[src/rtl/apb2ahb_bridge.sv]
// APB3/APB4 completer to AHB-Lite manager bridge: each APB access becomes one AHB SINGLE transfer.
// Non-pipelined; PREADY stretches the APB access phase until the AHB data phase finishes.
module apb2ahb_bridge #(
   parameter int ADDRWIDTH = 16,
   parameter int DATAWIDTH = 32
) (
   input  logic                 HCLK,
   input  logic                 HRESETn,
   input  logic                 PSEL,
   input  logic                 PENABLE,
   input  logic [ADDRWIDTH-1:0] PADDR,
   input  logic                 PWRITE,
   input  logic [DATAWIDTH-1:0] PWDATA,
   input  logic [3:0]           PSTRB,
   input  logic [2:0]           PPROT,
   output logic [DATAWIDTH-1:0] PRDATA,
   output logic                 PREADY,
   output logic                 PSLVERR,
   output logic [ADDRWIDTH-1:0] HADDR,
   output logic [1:0]           HTRANS,
   output logic                 HWRITE,
   output logic [2:0]           HSIZE,
   output logic [2:0]           HBURST,
   output logic [3:0]           HPROT,
   output logic                 HMASTLOCK,
   output logic [DATAWIDTH-1:0] HWDATA,
   input  logic [DATAWIDTH-1:0] HRDATA,
   input  logic                 HREADY,
   input  logic                 HRESP,
   output logic                 APBACTIVE
);

   typedef enum logic [1:0] {
      IDLE = 2'b00,
      ADDR = 2'b01,
      DATA = 2'b10,
      DONE = 2'b11
   } state_t;

   localparam logic [1:0] HTRANS_IDLE   = 2'b00;
   localparam logic [1:0] HTRANS_NONSEQ = 2'b10;

   // Returns {legal, hsize[2:0], haddr_lsb[1:0]} for a non-zero write strobe.
   function automatic logic [5:0] strb_decode(input logic [3:0] strb);
      logic [5:0] res;
      case (strb)
         4'b1111: res = {1'b1, 3'b010, 2'b00};
         4'b0011: res = {1'b1, 3'b001, 2'b00};
         4'b1100: res = {1'b1, 3'b001, 2'b10};
         4'b0001: res = {1'b1, 3'b000, 2'b00};
         4'b0010: res = {1'b1, 3'b000, 2'b01};
         4'b0100: res = {1'b1, 3'b000, 2'b10};
         4'b1000: res = {1'b1, 3'b000, 2'b11};
         default: res = {1'b0, 3'b010, 2'b00};
      endcase
      return res;
   endfunction

   state_t                 state_r, state_s;
   logic [DATAWIDTH-1:0]   prdata_r, prdata_s;
   logic                   pready_r, pready_s;
   logic                   pslverr_r, pslverr_s;
   logic [ADDRWIDTH-1:0]   haddr_r, haddr_s;
   logic [1:0]             htrans_r, htrans_s;
   logic                   hwrite_r, hwrite_s;
   logic [2:0]             hsize_r, hsize_s;
   logic [3:0]             hprot_r, hprot_s;
   logic [DATAWIDTH-1:0]   hwdata_r, hwdata_s;
   logic [DATAWIDTH-1:0]   wdata_r, wdata_s;
   logic                   abort_r, abort_s;
   logic                   apbactive_r;
   logic [5:0]             strb_dec_s;
   logic [3:0]             hprot_map_s;
   logic                   unused_s;

   assign strb_dec_s  = strb_decode(PSTRB);
   assign hprot_map_s = {2'b00, PPROT[0], ~PPROT[2]};
   // Address LSBs come from the strobe decode, and PPROT[1] has no AHB counterpart.
   assign unused_s    = ^{PPROT[1], PADDR[1:0]};

   // Next-state and next-output decode.
   always_comb begin
      state_s   = state_r;
      prdata_s  = prdata_r;
      pready_s  = 1'b0;
      pslverr_s = pslverr_r;
      haddr_s   = haddr_r;
      htrans_s  = htrans_r;
      hwrite_s  = hwrite_r;
      hsize_s   = hsize_r;
      hprot_s   = hprot_r;
      hwdata_s  = hwdata_r;
      wdata_s   = wdata_r;
      abort_s   = abort_r;
      case (state_r)
         IDLE: begin
            if (PSEL && !PENABLE) begin
               abort_s = 1'b0;
               if (!PWRITE) begin
                  state_s  = ADDR;
                  htrans_s = HTRANS_NONSEQ;
                  haddr_s  = {PADDR[ADDRWIDTH-1:2], 2'b00};
                  hwrite_s = 1'b0;
                  hsize_s  = 3'b010;
                  hprot_s  = hprot_map_s;
               end else if (PSTRB == 4'b0000) begin
                  state_s   = DONE;
                  pready_s  = 1'b1;
                  pslverr_s = 1'b0;
               end else if (strb_dec_s[5]) begin
                  state_s  = ADDR;
                  htrans_s = HTRANS_NONSEQ;
                  haddr_s  = {PADDR[ADDRWIDTH-1:2], strb_dec_s[1:0]};
                  hwrite_s = 1'b1;
                  hsize_s  = strb_dec_s[4:2];
                  hprot_s  = hprot_map_s;
                  wdata_s  = PWDATA;
               end else begin
                  state_s   = DONE;
                  pready_s  = 1'b1;
                  pslverr_s = 1'b1;
               end
            end else begin
               state_s = IDLE;
            end
         end
         ADDR: begin
            abort_s = abort_r | ~PSEL;
            if (HREADY) begin
               state_s  = DATA;
               htrans_s = HTRANS_IDLE;
               if (hwrite_r) begin
                  hwdata_s = wdata_r;
               end else begin
                  hwdata_s = hwdata_r;
               end
            end else begin
               state_s = ADDR;
            end
         end
         DATA: begin
            abort_s = abort_r | ~PSEL;
            if (HREADY) begin
               // A requester that dropped PSEL gets no completion; the AHB side still finished.
               if (abort_s) begin
                  state_s = IDLE;
               end else begin
                  state_s   = DONE;
                  pready_s  = 1'b1;
                  pslverr_s = HRESP;
                  if (!hwrite_r) begin
                     prdata_s = HRDATA;
                  end else begin
                     prdata_s = prdata_r;
                  end
               end
            end else begin
               state_s = DATA;
            end
         end
         DONE: begin
            state_s   = IDLE;
            pslverr_s = 1'b0;
         end
         default: begin
            state_s  = IDLE;
            htrans_s = HTRANS_IDLE;
         end
      endcase
   end

   // State and output registers.
   always_ff @(posedge HCLK or negedge HRESETn) begin
      if (!HRESETn) begin
         state_r     <= IDLE;
         prdata_r    <= {DATAWIDTH{1'b0}};
         pready_r    <= 1'b0;
         pslverr_r   <= 1'b0;
         haddr_r     <= {ADDRWIDTH{1'b0}};
         htrans_r    <= HTRANS_IDLE;
         hwrite_r    <= 1'b0;
         hsize_r     <= 3'b010;
         hprot_r     <= 4'b0011;
         hwdata_r    <= {DATAWIDTH{1'b0}};
         wdata_r     <= {DATAWIDTH{1'b0}};
         abort_r     <= 1'b0;
         apbactive_r <= 1'b0;
      end else begin
         state_r     <= state_s;
         prdata_r    <= prdata_s;
         pready_r    <= pready_s;
         pslverr_r   <= pslverr_s;
         haddr_r     <= haddr_s;
         htrans_r    <= htrans_s;
         hwrite_r    <= hwrite_s;
         hsize_r     <= hsize_s;
         hprot_r     <= hprot_s;
         hwdata_r    <= hwdata_s;
         wdata_r     <= wdata_s;
         abort_r     <= abort_s;
         apbactive_r <= (state_s != IDLE);
      end
   end

   assign PRDATA    = prdata_r;
   assign PREADY    = pready_r;
   assign PSLVERR   = pslverr_r;
   assign HADDR     = haddr_r;
   assign HTRANS    = htrans_r;
   assign HWRITE    = hwrite_r;
   assign HSIZE     = hsize_r;
   assign HBURST    = 3'b000;
   assign HPROT     = hprot_r;
   assign HMASTLOCK = 1'b0;
   assign HWDATA    = hwdata_r;
   assign APBACTIVE = apbactive_r;

endmodule

[config.mk]
export PLATFORM = sky130hd
export DESIGN_NAME = apb2ahb_bridge
export DESIGN_NICKNAME = d
export VERILOG_FILES = /design/src/rtl/apb2ahb_bridge.sv
export SDC_FILE = /design/constraint.sdc
export NUM_CORES = 1
export LEC_CHECK = 0
export BUFFER_PORTS_ARGS = -buffer_cell sky130_fd_sc_hd__buf_4
export CORE_MARGIN = 2
export CORE_UTILIZATION = 35
export CTS_CLUSTER_DIAMETER = 30
export DETAILED_ROUTE_END_ITERATION = 10
export GPL_ROUTABILITY_DRIVEN = 0
export PLACE_DENSITY_LB_ADDON = 0.25
export SYNTH_ARGS = -nofsm -noshare
export SYNTH_HDL_FRONTEND = slang
export SYNTH_SLANG_ARGS = --single-unit
[constraint.sdc]
create_clock -name HCLK -period 2.4 [get_ports HCLK]
set_input_delay 0.24 -clock HCLK [delete_from_list [all_inputs] [get_ports HCLK]]
set_output_delay 0.24 -clock HCLK [all_outputs]
set_load 0.03 [all_outputs]
==> impl_metrics.env, run 1 <==
export IMPL_outcome="complete, no violations"
export IMPL_die_w_um=123
export IMPL_syn_avg_cell_area_um2=15.7
export IMPL_swShare=0.317
export IMPL_final_common_cell="buf_4"
export IMPL_numCtsBuffers=17
export IMPL_worst_setup_path_type="primary input to flop"
export IMPL_final_max_slew_violation_count=0
export IMPL_dp_slack_ps=316
export IMPL_viasPerCell=4.59
export IMPL_setup_violations_final=0
export IMPL_synth_cell_area_mm2=0.00493
export IMPL_cts_buffer_depth=2
export IMPL_area_growth_pct=45.9
export IMPL_async_reset_ff_frac=1.00
export IMPL_htree_levels=4
export IMPL_synth_edf_count=0
export IMPL_clkPwrFrac=0.325
export IMPL_clock_fmax_ghz=0.489
export IMPL_leakage_nw=3.54
export IMPL_syn_inst=315
export IMPL_drtIter0Drc=55
export IMPL_fin_skew_ps=5.71
export IMPL_start_util=0.357
export IMPL_worstSetupStartpointType="primary input"
export IMPL_grt_pass1_wl_um=15600
export IMPL_port_buffers=179
export IMPL_drive_gt1_frac=0.643
export IMPL_period_needed_ps=2040
export IMPL_grt_max_degree=64
export IMPL_crit_start="PSEL"
export IMPL_root_buffer="clkbuf_16"
export IMPL_post_dp_hpwl_um=7250
export IMPL_power_mw=8.97
export IMPL_design_die_area_mm2=0.0151
export IMPL_ant_nets=0
export IMPL_track_usage=0.138
export IMPL_r2r_setup_slack_ps=360
export IMPL_ys_ff_latch=124
export IMPL_p_int_mw=6.13
export IMPL_drc=0
export IMPL_slew_headroom=0.610
export IMPL_yosysTopAreaCellShare=0.614
export IMPL_vias=3229
export IMPL_num_io_pins=191
export IMPL_avgRoutedWirePerCell_um=14.6
export IMPL_hold_viol=0
export IMPL_nets=610
export IMPL_p_sw_mw=2.84
export IMPL_comb_power_share=0.323
export IMPL_arrival_ps=2340
export IMPL_yosysWarningCount=0
export IMPL_placed_cell_area_mm2=0.00649
export IMPL_synth_cell_types=42
export IMPL_r2r_start="state_r[0]"
export IMPL_r2r_cells=5
export IMPL_fin_area_mm2=0.00720
export IMPL_pwr_share_seq=0.353
export IMPL_layout_common_cells="182 x buf_4, 121 x dfrtp_1, 107 x mux2_2"
export IMPL_drt_wl_total_um=10300
export IMPL_ys_top_cells_by_area="dfrtp_1 61%, mux2_2 24%, dfstp_2 1.6%, ha_1 1.3%, buf_4 1.2%"
export IMPL_post_route_period_util=0.852
export IMPL_cp_max_fo=16
export IMPL_grt_antenna_before_repair=0
export IMPL_setup_slack_ps=356
export IMPL_r2r_end="HADDR[9]"
export IMPL_end_kind="flop"
export IMPL_endpoint="HADDR[9]"
export IMPL_yosysTopAreaCell="dfrtp_1"
export IMPL_die_height_um=123
export IMPL_cts_tree="built"
export IMPL_grt_overflow=0
export IMPL_p_per_area_mw_per_mm2=1250
export IMPL_clk_pin_slew_ps=50
export IMPL_clock_sink_count=124
export IMPL_holdPathStages=2
export IMPL_n_antenna_cell=0
export IMPL_worstMarginPinSlew_ps=586
export IMPL_worstHoldPathType="primary input to flop"
export IMPL_clk_latency_ps=410
export IMPL_dr_pass1_iters=4
export IMPL_drv_cap=0
export IMPL_peakVddDrop_uv=579
export IMPL_grt_pass1_vias=3183
export IMPL_core_area_mm2=0.0138
export IMPL_cp_required_ps=2690
export IMPL_synth_ff_type="dfrtp_1"
export IMPL_synth_yosys_seq_area_share=0.630
export IMPL_setup_tns_ps=0
export IMPL_placementRows=43
export IMPL_rsz0062_at_grt="false"
export IMPL_cts_repair_resized=0
==> cells in the mapped netlist (2+ instances only) <==
master	number
buf_2	3
nor2_1	4
buf_6	4
a22o_1	3
o21bai_1	2
o21ai_0	6
a21oi_1	4
dfrtp_1	121
nand2_1	3
dfstp_2	3
a21oi_4	2
buf_1	2
nand3_1	5
mux2_1	2
nor2b_1	2
inv_1	5
mux2_4	2
buf_4	8
mux2_2	107
ha_1	5
==> area by class of cell <==
cell class | count | area [um^2]
clock buffer | 21 | 470
clock inverter | 11 | 213
fill | 1190 | 6630
inverter | 5 | 18.8
multi-input combinational | 175 | 1710
sequential | 124 | 3110
tap | 180 | 225
timing repair buffer | 188 | 1460
==> stage by stage <==
stage | cells | hold slack [ps] | util
floorplan | 322 | -55.6 | -
global placement | 669 | 186 | 0.469
detailed placement | 669 | 195 | 0.469
CTS | 704 | 28.6 | 0.521
global route | 704 | 28.2 | 0.521
finish | 704 | 49.2 | 0.521
==> sequential cells by signal, indices dropped and copies added (netlist names) <==
name	count
HTRANS	1
HWDATA	32
HPROT	2
HWRITE	1
HSIZE	2
state_r	2
APBACTIVE	1
HADDR	16
wdata_r	32
PSLVERR	1
abort_r	1
PREADY	1
PRDATA	32
==> layer usage <==
metal  track usage  part of all wire
met5             0                 0
met4        0.0647             0.018
met3        0.0669             0.098
met2         0.215              0.48
met1         0.159              0.40
==> cell families after synthesis <==
kind of cell | share of synthesized area
fa+ha+maj | 0.0127
compound gates | 0.0439
other cells | 0.000760
buf+inv | 0.0304
xor+xnor | 0.00178
mux | 0.257
simple gates | 0.0241
flops | 0.630
==> power groups by stage <==
stage / Combinational [mW] / Clock [mW] / Sequential (mW)
2_1_floorplan: 0.745 / 0 / 4.18
3_3_place_gp: 2.89 / 0 / 3.16
3_5_place_dp: 2.93 / 0 / 3.20
4_1_cts: 2.94 / 2.99 / 3.18
5_1_grt: 3.07 / 3.10 / 3.26
6_report: 2.90 / 2.91 / 3.16
==> worst max-delay path, cell delays in order <==
cell           delay, ps
dlygate4sd3_1        530
buf_4                110
nor2b_1              310
nand2_1              210
a31oi_4              530
mux2_2               400
==> what timing repair did <==
| action | in CTS | in global routing |
|---|---|---|
| hold buffers | 3 | 0 |
| hold endpoints to repair | 30 | 0 |
| buffers inserted | 0 | 0 |
==> worst min path at each step <==
stage | end | slack, ps | start
floorplan | APBACTIVE | -60 | HRESETn
global placement | wdata_r[7] | 190 | HRESETn
detailed placement | wdata_r[7] | 190 | HRESETn
CTS | wdata_r[6] | 30 | PWDATA[6]
global route | wdata_r[6] | 30 | PWDATA[6]
finish | wdata_r[6] | 50 | PWDATA[6]
No activity file was read; power rests on OpenSTA's default activity.
==> inputs of run 2 (changes only) <==
Settings changed: CAP_MARGIN from default to 20, MAX_ROUTING_LAYER from default to met4.
==> run 2 against run 1 <==
Against the previous run: routed wire length hardly changed; non-clock buffer count stayed put; power barely moved; largest cell class unchanged.
==> impl_metrics.env, run 2 (synthesis results as in run 1) <==
export IMPL_outcome="complete, no violations"
export IMPL_power_mw=8.98
export IMPL_hold_viol=0
export IMPL_numCtsBuffers=17
export IMPL_grt_max_degree=64
export IMPL_worstSetupStartpointType="primary input"
export IMPL_post_dp_hpwl_um=7250
export IMPL_end_kind="flop"
export IMPL_vias=3223
export IMPL_drt_wl_total_um=10300
export IMPL_fin_util=0.521
export IMPL_setup_tns_ps=0
export IMPL_clk_pin_slew_ps=50
export IMPL_slew_headroom=0.610
export IMPL_core_area_mm2=0.0138
export IMPL_grt_overflow=0
export IMPL_r2r_start="state_r[0]"
export IMPL_layout_common_cells="182 x buf_4, 121 x dfrtp_1, 107 x mux2_2"
export IMPL_avgRoutedWirePerCell_um=14.6
export IMPL_drtIter0Drc=89
export IMPL_root_buffer="clkbuf_16"
export IMPL_cp_slowest_cell="dlygate4sd3_1"
export IMPL_cts_tree="built"
export IMPL_peakVddDrop_uv=581
export IMPL_cp_max_fo=16
export IMPL_ff_latch_area_mm2=0.00311
export IMPL_critical_path_max_stage_delay_ps=530
export IMPL_drc=0
export IMPL_start_util=0.357
export IMPL_drv_cap=0
export IMPL_arrival_ps=2330
export IMPL_worst_setup_path_type="primary input to flop"
export IMPL_fill_cells=1190
export IMPL_p_per_area_mw_per_mm2=1250
export IMPL_multi_input_area_mm2=0.00171
export IMPL_clk_latency_ps=410
export IMPL_dr_pass1_iters=4
export IMPL_track_usage=0.141
export IMPL_htree_levels=4
export IMPL_placementRows=43
export IMPL_rsz0062_at_grt="false"
export IMPL_die_w_um=123
export IMPL_design_die_area_mm2=0.0151
export IMPL_period_needed_ps=2040
export IMPL_cp_required_ps=2690
export IMPL_cts_buffer_depth=2
export IMPL_clock_fmax_ghz=0.489
export IMPL_cp_cell_sequence="dlygate4sd3_1 -> buf_4 -> nor2b_1 -> nand2_1 -> a31oi_4 -> mux2_2"
export IMPL_leakage_nw=3.54
export IMPL_fin_skew_ps=6.12
export IMPL_final_common_cell="buf_4"
export IMPL_die_height_um=123
export IMPL_port_buffers=179
export IMPL_nets=610
export IMPL_crit_start="PSEL"
export IMPL_grt_pass1_wl_um=15600
export IMPL_n_antenna_cell=0
export IMPL_worstMarginPinSlew_ps=585
export IMPL_area_growth_pct=45.9
export IMPL_clock_sink_count=124
export IMPL_ant_nets=0
export IMPL_num_io_pins=191
export IMPL_hp_start="PWDATA[6]"
export IMPL_drive_gt1_frac=0.643
export IMPL_grt_pass1_vias=3183
export IMPL_viasPerCell=4.58
export IMPL_setup_violations_final=0
export IMPL_worstHoldPathType="primary input to flop"
export IMPL_cts_setup_buffers=0
export IMPL_post_route_period_util=0.851
export IMPL_grt_antenna_before_repair=0
export IMPL_final_max_slew_violation_count=0
[run 2: cell counts in the layout (fill, tap and decap cells not counted)]
No cell type changed its count.
[run 2: area by class of cell]
type | instances | area share
clock buffer | 21 | 0.0653
clock inverter | 11 | 0.0295
inverter | 5 | 0.00261
multi-input combinational | 175 | 0.238
sequential | 124 | 0.431
tap | 180 | 0.0313
timing repair buffer | 188 | 0.202
[run 2: worst max-delay path: cells and delay by family]
family,cells,cell delay [ps]
buffers and inverters,2,640
AOI/OAI and AO/OA,1,530
and+or+nand+nor,2,520
muxes,1,400
[run 2: report_power, final]
part / internal, mW / switching, mW
combinational: 1.29 / 1.60
sequential: 2.81 / 0.354
clock: 2.03 / 0.891
total: 6.13 / 2.85
[run 2: worst paths after layout]
check                      slack, ps  cells after the start          end
max                              360                      6     HADDR[9]
min                               50                      2   wdata_r[6]
max reg2reg                      360                      5     HADDR[9]
min reg2reg                      490                      1  wdata_r[24]
max in group asynchronous       1310                      3     HPROT[1]
min in group asynchronous        300                      2   wdata_r[7]
[run 2: stage by stage]
| step | worst slack (ps) | instance area, um^2 | instances | hold slack (ps) |
|---|---|---|---|---|
| after floorplan | 623 | 4960 | 322 | -55.6 |
| after global placement | 424 | 6490 | 669 | 186 |
| after detailed placement | 316 | 6490 | 669 | 195 |
| after CTS | 313 | 7200 | 704 | 28.6 |
| after global routing | 199 | 7200 | 704 | 31.3 |
| final | 356 | 7200 | 704 | 49.9 |
[run 2: repair_timing]
item | in CTS | in global routing
hold endpoints to repair | 30 | 0
resized for setup | 0 | 0
hold buffers | 3 | 0
[run 2: per-layer routing]
metal  track usage  up-vias  wire (um)
li1              -     1496          -
met1         0.167     1590       4290
met2         0.215      124       5010
met3        0.0516       13        808
met4        0.0647        0        155
met5             -        -          0
